File: config.mk
export PLATFORM = sky130hd
export DESIGN_NAME = mux_4to1_rr_arbiter_flat
export DESIGN_NICKNAME = d
export VERILOG_FILES = /design/src/rtl/mux_4to1_rr_arbiter_if.sv /design/src/rtl/mux_4to1_rr_arbiter.sv /design/src/flat_wrapper.sv
export SDC_FILE = /design/constraint.sdc
export NUM_CORES = 1
export LEC_CHECK = 0
export ABC_AREA = 1
export BUFFER_PORTS_ARGS = -buffer_cell sky130_fd_sc_hd__buf_2
export CAP_MARGIN = 20
export CORE_UTILIZATION = 30
export DETAILED_ROUTE_END_ITERATION = 6
export PLACE_DENSITY = 0.59
export SLEW_MARGIN = 20
export SYNTH_ARGS = -nofsm -noshare
export SYNTH_HDL_FRONTEND = slang
export SYNTH_SLANG_ARGS = --single-unit
File: constraint.sdc
create_clock -name clk -period 2.2 [get_ports clk]
set_input_delay 0.44 -clock clk [delete_from_list [all_inputs] [get_ports clk]]
set_output_delay 0.44 -clock clk [all_outputs]
set_load 0.02 [all_outputs]
File: src/rtl/mux_4to1_rr_arbiter_if.sv
// Bus bundle between four valid/ready producers, the round-robin arbiter and
// a single downstream consumer. in_last exists only when MUX_ARB_PKT_LOCK_EN
// is defined (packet lock build).
interface mux_arb_if #(
  parameter int WIDTH     = 16,
  parameter int SEL_WIDTH = 2
);
  logic [3:0]           in_valid;
  logic [WIDTH-1:0]     in_data0;
  logic [WIDTH-1:0]     in_data1;
  logic [WIDTH-1:0]     in_data2;
  logic [WIDTH-1:0]     in_data3;
  logic [3:0]           in_ready;
  logic                 out_valid;
  logic [WIDTH-1:0]     out_data;
  logic [SEL_WIDTH-1:0] out_sel;
  logic                 out_ready;
`ifdef MUX_ARB_PKT_LOCK_EN
  logic [3:0]           in_last;

  // Producers and consumer side (testbench / surrounding logic)
  modport master (
    output in_valid, in_data0, in_data1, in_data2, in_data3, out_ready, in_last,
    input  in_ready, out_valid, out_data, out_sel
  );

  // Arbiter side
  modport slave (
    input  in_valid, in_data0, in_data1, in_data2, in_data3, out_ready, in_last,
    output in_ready, out_valid, out_data, out_sel
  );
`else
  // Producers and consumer side (testbench / surrounding logic)
  modport master (
    output in_valid, in_data0, in_data1, in_data2, in_data3, out_ready,
    input  in_ready, out_valid, out_data, out_sel
  );

  // Arbiter side
  modport slave (
    input  in_valid, in_data0, in_data1, in_data2, in_data3, out_ready,
    output in_ready, out_valid, out_data, out_sel
  );
`endif
endinterface

File: src/rtl/mux_4to1_rr_arbiter.sv
// Round-robin arbiter sharing one AND-OR 4:1 mux path among four valid/ready
// requesters, feeding a single registered output stage.
// Optional feature macro: MUX_ARB_PKT_LOCK_EN -- holds the grant on one
// requester until it presents in_last on an accepted beat.
module mux_4to1_rr_arbiter #(
  parameter int WIDTH     = 16,
  parameter int SEL_WIDTH = 2
) (
  input  logic      clk,
  input  logic      rst,
  mux_arb_if.slave  bus
);

  typedef enum logic {IDLE, LOCK} state_t;

  state_t               state_q, state_d;
  logic [SEL_WIDTH-1:0] rr_ptr_q, rr_ptr_d;
  logic                 out_valid_q, out_valid_d;
  logic [WIDTH-1:0]     out_data_q, out_data_d;
  logic [SEL_WIDTH-1:0] out_sel_q, out_sel_d;
`ifdef MUX_ARB_PKT_LOCK_EN
  logic [SEL_WIDTH-1:0] lock_id_q, lock_id_d;
  logic                 acc_last;
`endif

  logic                 load;
  logic [3:0]           rr_gnt;
  logic [3:0]           in_ready_c;
  logic [3:0]           acc_gnt;
  logic                 accept;
  logic [SEL_WIDTH-1:0] acc_idx;
  logic [WIDTH-1:0]     mux_data;

  // Output register can take a new beat when empty or being drained this cycle
  assign load = !out_valid_q || bus.out_ready;

  // Rotating search for the first valid requester starting at rr_ptr
  always_comb begin
    logic                 found;
    logic [SEL_WIDTH-1:0] idx;
    rr_gnt = 4'b0000;
    found  = 1'b0;
    idx    = '0;
    for (int k = 0; k < 4; k++) begin
      idx = rr_ptr_q + SEL_WIDTH'(k);
      if (!found && bus.in_valid[idx]) begin
        rr_gnt[idx] = 1'b1;
        found       = 1'b1;
      end
    end
  end

  // FSM state register
  always_ff @(posedge clk) begin
    if (rst) begin
      state_q <= IDLE;
    end else begin
      state_q <= state_d;
    end
  end

  // FSM next-state: enter LOCK on a non-last accepted beat, leave on the last one
  always_comb begin
    state_d = state_q;
`ifdef MUX_ARB_PKT_LOCK_EN
    lock_id_d = lock_id_q;
    case (state_q)
      IDLE: if (accept && !acc_last) begin
        state_d   = LOCK;
        lock_id_d = acc_idx;
      end
      LOCK: if (accept && acc_last) state_d = IDLE;
      default: state_d = IDLE;
    endcase
`else
    state_d = IDLE;
`endif
  end

  // FSM output: one-hot in_ready, forced low in reset and while stalled
  always_comb begin
    in_ready_c = 4'b0000;
    if (!rst && load) begin
      case (state_q)
        IDLE:    in_ready_c = rr_gnt;
`ifdef MUX_ARB_PKT_LOCK_EN
        LOCK:    in_ready_c = 4'b0001 << lock_id_q;
`endif
        default: in_ready_c = 4'b0000;
      endcase
    end
  end

  assign bus.in_ready = in_ready_c;
  assign acc_gnt      = bus.in_valid & in_ready_c;
  assign accept       = |acc_gnt;
  assign acc_idx      = {acc_gnt[2] | acc_gnt[3], acc_gnt[1] | acc_gnt[3]};
`ifdef MUX_ARB_PKT_LOCK_EN
  assign acc_last     = |(acc_gnt & bus.in_last);
`endif

  // Grant-qualified AND-OR mux: no priority between inputs
  assign mux_data = ({WIDTH{acc_gnt[0]}} & bus.in_data0) |
                    ({WIDTH{acc_gnt[1]}} & bus.in_data1) |
                    ({WIDTH{acc_gnt[2]}} & bus.in_data2) |
                    ({WIDTH{acc_gnt[3]}} & bus.in_data3);

  // Output stage and pointer next-state: capture on accept, empty on idle load
  always_comb begin
    out_valid_d = out_valid_q;
    out_data_d  = out_data_q;
    out_sel_d   = out_sel_q;
    rr_ptr_d    = rr_ptr_q;
    if (load) begin
      out_valid_d = accept;
      if (accept) begin
        out_data_d = mux_data;
        out_sel_d  = acc_idx;
        rr_ptr_d   = acc_idx + SEL_WIDTH'(1);
      end
    end
  end

  // Output stage and pointer registers; reset discards any held beat
  always_ff @(posedge clk) begin
    if (rst) begin
      out_valid_q <= 1'b0;
      out_data_q  <= '0;
      out_sel_q   <= '0;
      rr_ptr_q    <= '0;
`ifdef MUX_ARB_PKT_LOCK_EN
      lock_id_q   <= '0;
`endif
    end else begin
      out_valid_q <= out_valid_d;
      out_data_q  <= out_data_d;
      out_sel_q   <= out_sel_d;
      rr_ptr_q    <= rr_ptr_d;
`ifdef MUX_ARB_PKT_LOCK_EN
      lock_id_q   <= lock_id_d;
`endif
    end
  end

  assign bus.out_valid = out_valid_q;
  assign bus.out_data  = out_data_q;
  assign bus.out_sel   = out_sel_q;

endmodule

File: src/flat_wrapper.sv
// flat-port wrapper written by rule: the top's interface ports become plain ports
module mux_4to1_rr_arbiter_flat 
#(
  parameter int WIDTH     = 16,
  parameter int SEL_WIDTH = 2
)
  (clk, rst, bus_in_valid, bus_in_data0, bus_in_data1, bus_in_data2, bus_in_data3, bus_out_ready, bus_in_ready, bus_out_valid, bus_out_data, bus_out_sel);
  mux_arb_if #(.WIDTH(WIDTH), .SEL_WIDTH(SEL_WIDTH)) bus_i ();
  input  logic clk;
  input  logic rst;
  input wire logic [$bits(bus_i.in_valid)-1:0] bus_in_valid;
  input wire logic [$bits(bus_i.in_data0)-1:0] bus_in_data0;
  input wire logic [$bits(bus_i.in_data1)-1:0] bus_in_data1;
  input wire logic [$bits(bus_i.in_data2)-1:0] bus_in_data2;
  input wire logic [$bits(bus_i.in_data3)-1:0] bus_in_data3;
  input wire logic [$bits(bus_i.out_ready)-1:0] bus_out_ready;
  output wire logic [$bits(bus_i.in_ready)-1:0] bus_in_ready;
  output wire logic [$bits(bus_i.out_valid)-1:0] bus_out_valid;
  output wire logic [$bits(bus_i.out_data)-1:0] bus_out_data;
  output wire logic [$bits(bus_i.out_sel)-1:0] bus_out_sel;
  assign bus_i.in_valid = bus_in_valid;
  assign bus_i.in_data0 = bus_in_data0;
  assign bus_i.in_data1 = bus_in_data1;
  assign bus_i.in_data2 = bus_in_data2;
  assign bus_i.in_data3 = bus_in_data3;
  assign bus_i.out_ready = bus_out_ready;
  assign bus_in_ready = bus_i.in_ready;
  assign bus_out_valid = bus_i.out_valid;
  assign bus_out_data = bus_i.out_data;
  assign bus_out_sel = bus_i.out_sel;
  mux_4to1_rr_arbiter #(.WIDTH(WIDTH), .SEL_WIDTH(SEL_WIDTH)) u_core (.clk(clk), .rst(rst), .bus(bus_i));
endmodule
Word level (Yosys, flattened, before mapping)
Cells that the tools add are included.

word-level totals
  flip-flop bits (word level) = 21
  input port bits = 71
  output and inout bits = 23
  word-level logic and storage cells = 69

cells by class
  add/sub/neg operators = 4
  magnitude comparators = 8
  muxes and demuxes = 24
  bitwise operators = 13
  reductions and logical operators = 16

operator list
  kind                                                                count
  bitwise AND 16 bit                                                  4
  OR 16 bit                                                           3
  2-to-1 mux 4 bit                                                    5
  < comparator 2 x 3 -> 1 bit (second input constant)                 4
  OR 4 bit                                                            3
  2-to-1 mux 1 bit                                                    11
  binary-select mux 1 bit (select 2 bit)                              4
  demux 1 bit (select 2 bit)                                          4
  greater-or-equal comparator 2 x 1 -> 1 bit (second input constant)  4
  logical AND 1 bit                                                   8
  zero test 1 bit                                                     5
  adder 2 x 1 -> 2 bit (second input constant)                        2
  adder 2 bit (second input constant)                                 2
  bitwise AND 4 bit                                                   1
  OR reduction 4 bit                                                  1
  OR 1 bit                                                            2
  AND reduction 2 bit                                                 1
  logical OR 1 bit                                                    1

Logic depth before layout (Yosys ltp)
Gate-level depths: netlist (run 1).

  depth in word-level cells = 18
  gate-level depth with buffers = 19
  mapped depth without buffers = 16

Least setup slack after synthesis (run 1)
OpenSTA, ideal clock, no wires.

  path type = register to output
  start = reg u_core.rr_ptr_q[1]
  end = out bus_in_ready[2]
  data arrival time = 1923 ps
  required time = 1760 ps
  setup slack = -163 ps
  stages on the path, launching flop included = 13
  buffers on the path = 1
  cells stage by stage = dfxtp_1 inv_2 ha_1 inv_1 nand3_1 nand2_1 nand2_2 nor2_4 nand2_1 nand3_4 buf_2 nand2_1 inv_1

between the ends
  longest elaborated chain between the ends = 13

RTL lines
  element                                                                               line                        text
  start: declaration                                                                    mux_4to1_rr_arbiter.sv:17   logic [SEL_WIDTH-1:0] rr_ptr_q, rr_ptr_d;
  start signal: assignment                                                              mux_4to1_rr_arbiter.sv:138  rr_ptr_q <= rr_ptr_d;
  parallel branches: the longest is 11 deep, another holds < comparator 2 x 3 -> 1 bit  n/a
  2-to-1 mux 4 bit *                                                                    mux_4to1_rr_arbiter.sv:46   if (!found && bus.in_valid[idx]) begin
  2-to-1 mux 4 bit *                                                                    mux_4to1_rr_arbiter.sv:83   if (!rst && load) begin
  end: declaration                                                                      flat_wrapper.sv:17          output wire logic [$bits(bus_i.in_ready)-1:0] bus_in_ready;

Mark *: on every way between the ends. The select of a mux whose other input is x is not followed.

Worst setup path in the final report (run 1)
  start = reg u_core.rr_ptr_q[0]
  end = out bus_in_ready[3]

The elaborated chain is that of the path after synthesis.

==> results.py, run 1 <==
metrics = {
    "placement": {
        "dp_worst_setup_slack_ps": 40.2,
        "gp_congestion": 0.813,
        "place_hpwl_um": 4620,
        "io_buffers": 93,
    },
    "timing": {
        "hold_violations": 0,
        "fmax_ghz": 0.445,
        "worst_slack_ps": -45.4,
        "rsz0062_at_grt": "yes",
        "finClkSkew_ps": 1.37,
        "tightest_slew_ps": 483,
        "slew-limit-headroom_pct": 67.7,
        "setup_violations": 4,
        "min_period_ps": 2250,
        "fin_crit_sh_pct": 102,
        "setup_tns_ps": -101,
        "maxSlewViolCount": 0,
    },
    "synthesis": {
        "yosys.area_share.adder_pct": 4.57,
        "ys_async_sr_fraction_pct": 0,
        "synth_area_um2": 1920,
        "synth_area_leader_cell": "dfxtp_1",
        "synthTopCellsByArea": "dfxtp_1, nand4_1, inv_1",
        "ys.flop_type": "dfxtp_1",
        "synth_top_family_by_area": "simple AND/OR/NAND/NOR gates",
        "synth_xor_area_share_pct": 0,
        "yosysWarnings": 0,
        "synth_top_area_share_pct": 21.9,
        "ys_seq_area_share_pct": 21.9,
        "synth.area.mux_share_pct": 0,
        "ys_types": 24,
        "ys_ff_latch": 21,
        "syn_area_per_cell_um2": 6.49,
        "synthCells": 295,
        "synthSimpleGateAreaFrac_pct": 41.9,
        "syn_nets": 373,
        "synth_compound_area_share_pct": 15.2,
        "synth_edf_count": 0,
    },
    "floorplanning": {
        "initial_utilization_pct": 31.8,
        "rows": 28,
        "dieArea_um2": 6710,
        "core_area_um2": 6030,
        "die_w_um": 81.9,
        "ios": 94,
        "die_h_um": 81.9,
    },
    "worst_setup_path": {
        "r2r_cells": 17,
        "worstPathRequired_ps": 1760,
        "start_kind": "register",
        "crit_chain": "inv_6 > buf_4 > nand2_2 > nand3_4 > nand2_4 > nand2_4 > nor2_4 > nand2_1 > nand3b_1 > and2_4 > buf_6",
        "cp-end-kind": "output port",
        "setup.worst_path.start": "u_core.rr_ptr_q[0]",
        "cp-endpoint": "bus_in_ready[3]",
        "r2r-start": "u_core.rr_ptr_q[0]",
        "r2r_end": "u_core.bus.out_data[12]",
        "path_max_fanout": 7,
        "cp.arrival_ps": 1810,
        "crit_slowest_cell": "dfxtp_4",
        "crit_type": "reg2out",
        "cpMostUsedCell": "nand2_4",
        "reg2reg_slack_ps": 30,
        "cpPeakStageDelay_ps": 380,
    },
    "clock_tree": {
        "holdBufCountCts": 0,
        "cts-root-buf": "clkbuf_8",
        "cts_sinks": 21,
        "cts_buffer_depth": 2,
        "cts-htree-levels": 1,
        "cts_tree": "done",
        "insertion_delay_ps": 260,
        "cts.clk_slew.worst_paths_ps": 90,
        "cts_buffers": 3,
    },
    "global_route": {
        "grt-ovfl-total": 0,
        "grt_pass1_wl_um": 9560,
        "antenna_found_initial": 0,
        "grt_max_degree": 21,
        "grt_usage_pct": 18.7,
        "grt_pass1_vias": 2119,
    },
    "job": {
        "cap_violations": 0,
    },
    "drt": {
        "drtAntennaViolNets": 0,
        "wl_per_cell_um": 13.6,
        "drcViolationCount": 0,
        "drt_iter0_drc": 120,
        "vias_per_cell": 4.89,
        "wl_um": 6460,
        "vias": 2323,
        "drt-pass1-iter-count": 4,
    },
    "status": {
        "status": "complete, but fails checks",
        "violations": "setup timing",
    },
    "finish": {
        "ff_latch_area_um2": 425,
        "drive_above_1_share_pct": 46.0,
        "fin_util_pct": 45.7,
        "fin_nets": 479,
        "antennaDiodeCount": 0,
        "syn2layout_area_growth_pct": 43.6,
        "nFillCells": 644,
        "multi_input_area_um2": 1260,
    },
    "power": {
        "ir_drop_uv": 465,
        "powerDensity_nw_per_um2": 1340,
        "power_leakage_nw": 1.44,
    },
    "hold_path": {
        "hp-class": "reg2reg",
    },
}
-- worst min-delay path by stage --
stage	start	endpoint	slack [ps]	cells past startpoint
2_1_floorplan	u_core.rr_ptr_q[1]	u_core.rr_ptr_q[1]	520	2
3_3_place_gp	u_core.bus.out_data[7]	u_core.bus.out_data[7]	450	2
3_5_place_dp	u_core.bus.out_data[15]	u_core.bus.out_data[15]	460	2
4_1_cts	bus_out_ready	u_core.bus.out_valid	470	4
5_1_grt	bus_out_ready	u_core.bus.out_valid	480	4
6_report	u_core.bus.out_data[15]	u_core.bus.out_data[15]	470	2
-- critical path, delay by kind of cell, from the launching register on --
kind | cells | cell delay (ps)
AND/OR/NAND/NOR | 8 | 850
flip-flops | 1 | 380
buffers and inverters | 3 | 300
-- cell families after synthesis --
kind of cell | Yosys count
buffers and inverters | 72
flip-flops | 21
AO/OA/AOI/OAI | 52
AND/OR/NAND/NOR | 143
adder cells (fa/ha/maj) | 7
-- through the flow --
stage | hold slack (ps) | area, µm² | power (W) | cells
2_1_floorplan | 516 | 1940 | 0.00229 | 295
3_3_place_gp | 452 | 2520 | 0.00298 | 461
3_5_place_dp | 456 | 2520 | 0.00298 | 461
4_1_cts | 467 | 2680 | 0.00348 | 470
5_1_grt | 481 | 2750 | 0.00399 | 475
6_report | 465 | 2750 | 0.00370 | 475
-- routing by layer --
layer  wire length [µm]  track usage, %  share of wire [%]
met1               2810            22.5                 44
met2               3090            33.1                 48
met3                476            3.44                7.4
met4                 80            5.61                1.2
met5                  0               0                  0
-- cell usage in the layout (no fill, tap or decap), types with 6 or more instances in the layout --
cell type   n
a21oi_2     8
nand3_2    12
o21ai_1     7
nand3_1    16
nor2_1     18
dfxtp_1    19
o21ai_0    26
ha_1        6
inv_1      45
nand2_2    18
nand2_1    35
buf_2      89
buf_4      23
inv_2       7
a21oi_1    10
nand4_1    32
-- power breakdown --
group	internal [W]	switching, W	leakage [nW]
clock network	0.000126	0.000144	0.0255
registers	0.000543	0.000104	0.173
logic	0.00115	0.00163	1.24
total	0.00182	0.00188	1.44
-- flip-flops by register name, summed over array words and instances, names as in the netlist --
name                  flops
u_core.bus.out_data      16
u_core.bus.out_sel        2
u_core.rr_ptr_q           2
u_core.bus.out_valid      1
-- Yosys cell counts, types with 5 or more instances --
cell	count
buf_6	5
inv_1	48
nor2_1	18
a21oi_2	8
nand3_1	21
nand4_1	32
clkbuf_1	9
nand3_2	7
nand2_2	11
ha_1	7
nand2_1	43
a21oi_1	11
dfxtp_1	21
o21ai_0	29
-- area by class of cell --
| class | count | area share, % |
|---|---|---|
| timing repair buffer | 119 | 26.1 |
| multi-input combinational | 202 | 45.7 |
| inverter | 54 | 7.64 |
| tap | 75 | 3.41 |
| sequential | 21 | 15.5 |
| clock inverter | 1 | 0.182 |
| clock buffer | 3 | 1.50 |
-- what timing repair did --
item,in CTS,in global routing
pin swaps,11,9
setup buffers,5,4
cloned,0,1
resized for setup,24,9
setup endpoints to repair,4,23
Power figures use the tool's default switching activity.
==> run 2, diff against run 1 <==
--- a/config.mk
+++ b/config.mk
@@ -7,10 +7,10 @@
 export LEC_CHECK = 0
 export ABC_AREA = 1
 export BUFFER_PORTS_ARGS = -buffer_cell sky130_fd_sc_hd__buf_2
-export CAP_MARGIN = 20
-export CORE_UTILIZATION = 30
+export CAP_MARGIN = 40
+export CORE_UTILIZATION = 42
 export DETAILED_ROUTE_END_ITERATION = 6
-export PLACE_DENSITY = 0.59
+export PLACE_DENSITY = 0.78
 export SLEW_MARGIN = 20
 export SYNTH_ARGS = -nofsm -noshare
 export SYNTH_HDL_FRONTEND = slang
==> run 2 against run 1 <==
  * The run still ends with setup timing left
  * Maximum frequency shrank 0.28%
  * Via count shrank 1.2%
  * Setup slack lost 6.3 ps
  * Power shrank 4.2%
  * Combinational power shrank 5%
  * Flip-flop and latch count is the same
  * Clock skew is essentially flat
==> results.py, run 2 (synthesized netlist as in run 1, its figures left out) <==
metrics = {
    "drt": {
        "drcViolationCount": 0,
        "vias_per_cell": 5.11,
        "drt_iter0_drc": 91,
        "wl_per_cell_um": 13.1,
        "drtAntennaViolNets": 0,
        "drt-pass1-iter-count": 4,
        "vias": 2296,
        "wl_um": 5900,
    },
    "clock_tree": {
        "insertion_delay_ps": 270,
        "cts_tree": "done",
        "cts-root-buf": "clkbuf_8",
        "cts_sinks": 21,
        "holdBufCountCts": 0,
        "cts_buffer_depth": 2,
        "cts.clk_slew.worst_paths_ps": 80,
        "cts-htree-levels": 1,
        "cts_buffers": 3,
    },
    "placement": {
        "dp.cells": 439,
        "io_buffers": 93,
        "place_hpwl_um": 4310,
        "gp_congestion": 0.997,
    },
    "timing": {
        "worst_slack_ps": -51.7,
        "hold_violations": 0,
        "fmax_ghz": 0.444,
        "tightest_slew_ps": 339,
        "finClkSkew_ps": 1.31,
        "maxSlewViolCount": 0,
        "slew-limit-headroom_pct": 77.4,
        "whs_ps": 464,
        "rsz0062_at_grt": "yes",
        "min_period_ps": 2250,
        "setup_violations": 2,
        "fin_crit_sh_pct": 102,
    },
    "floorplanning": {
        "initial_utilization_pct": 44.0,
        "die_h_um": 69.5,
        "die_w_um": 69.5,
        "rows": 24,
        "dieArea_um2": 4840,
        "ios": 94,
        "core_area_um2": 4350,
    },
    "finish": {
        "fin_util_pct": 61.5,
        "mostFrequentLayoutCells": "buf_2, inv_1, nand2_1",
        "syn2layout_area_growth_pct": 39.8,
        "antennaDiodeCount": 0,
        "largest_reg_flops": 16,
        "nFillCells": 390,
        "drive_above_1_share_pct": 44.3,
        "final_common_cell": "buf_2",
        "stdcell_count": 449,
        "fin_nets": 476,
    },
    "worst_setup_path": {
        "start_kind": "register",
        "crit_type": "reg2out",
        "path_max_fanout": 4,
        "cp-end-kind": "output port",
        "worstPathRequired_ps": 1760,
        "cp.arrival_ps": 1810,
    },
    "power": {
        "power_frac_seq_pct": 18.0,
        "power_switching_share_pct": 51.3,
        "internal_power_w": 0.00173,
        "switching_power_w": 0.00182,
        "powerDensity_nw_per_um2": 1320,
        "ir_drop_uv": 565,
        "power_frac_comb_pct": 74.5,
        "clkPwrFrac_pct": 7.5,
        "power_leakage_nw": 1.42,
    },
    "global_route": {
        "grt-ovfl-total": 0,
        "antenna_found_initial": 0,
        "grt_pass1_wl_um": 9560,
        "grt_usage_pct": 23.9,
        "grt_pass1_vias": 2237,
        "grt_max_degree": 33,
    },
    "job": {
        "cap_violations": 0,
    },
    "status": {
        "status": "complete, but fails checks",
        "violations": "setup timing",
    },
    "hold_path": {
        "hp-class": "reg2reg",
    },
}
[run 2: critical path, stage by stage, from the launching register on]
cell and delay [ps]:
dfxtp_2 360, inv_4 40, ha_4 260, inv_4 70
nand3_1 80, nand2_1 80, nand2_2 70, nor2_4 130
nand2_1 70, nand3b_1 130, and2_1 150, buf_6 110
[run 2: layout make-up]
| class | count | area, µm² | area share [%] |
|---|---|---|---|
| Multi-Input combinational cell | 202 | 1250 | 46.7 |
| Timing Repair Buffer | 116 | 686 | 25.6 |
| Sequential cell | 21 | 423 | 15.8 |
| Inverter | 54 | 208 | 7.75 |
| Tap cell | 52 | 65.1 | 2.43 |
| Clock buffer | 3 | 41.3 | 1.54 |
| Clock inverter | 1 | 5.00 | 0.187 |
[run 2: power groups by stage]
stage / clock network, W / registers, W / logic (W)
5_1_grt: 0.000282 / 0.000655 / 0.00288
3_5_place_dp: 0 / 0.000645 / 0.00227
4_1_cts: 0.000267 / 0.000638 / 0.00243
3_3_place_gp: 0 / 0.000640 / 0.00224
6_report: 0.000266 / 0.000638 / 0.00264
2_1_floorplan: 0 / 0.000823 / 0.00147
[run 2: routing by layer]
layer	vias up	wire [µm]	track usage, %
met5	-	0	0
met4	0	33	7.71
met3	6	479	6.10
met2	104	2940	42.2
met1	1009	2440	28.1
li1	1177	-	-
[run 2: final timing paths]
check                              start                      end  slack, ps  cells after the start
setup / recovery      u_core.rr_ptr_q[0]          bus_in_ready[3]        -50                     11
hold / removal    u_core.bus.out_data[7]   u_core.bus.out_data[7]        460                      2
setup reg to reg      u_core.rr_ptr_q[0]  u_core.bus.out_data[15]         30                     15
hold reg to reg   u_core.bus.out_data[7]   u_core.bus.out_data[7]        460                      2
[run 2: repair_timing]
action	4_1_cts	5_1_grt
pin swaps	5	10
setup endpoints to repair	4	22
buffers inserted	3	2
cloned	0	1
resized for setup	15	23
hold endpoints to repair	0	0
[run 2: metrics by stage]
step	power (W)	setup WS, ps	cell area, µm²	TNS, ps
after floorplan	0.00229	84.6	1940	0
after global routing	0.00382	-123	2680	-1670
final	0.00354	-51.7	2680	-62.2
after detailed placement	0.00292	94.2	2490	0
after global placement	0.00288	112	2490	0
after CTS	0.00333	-0.141	2600	-0.141
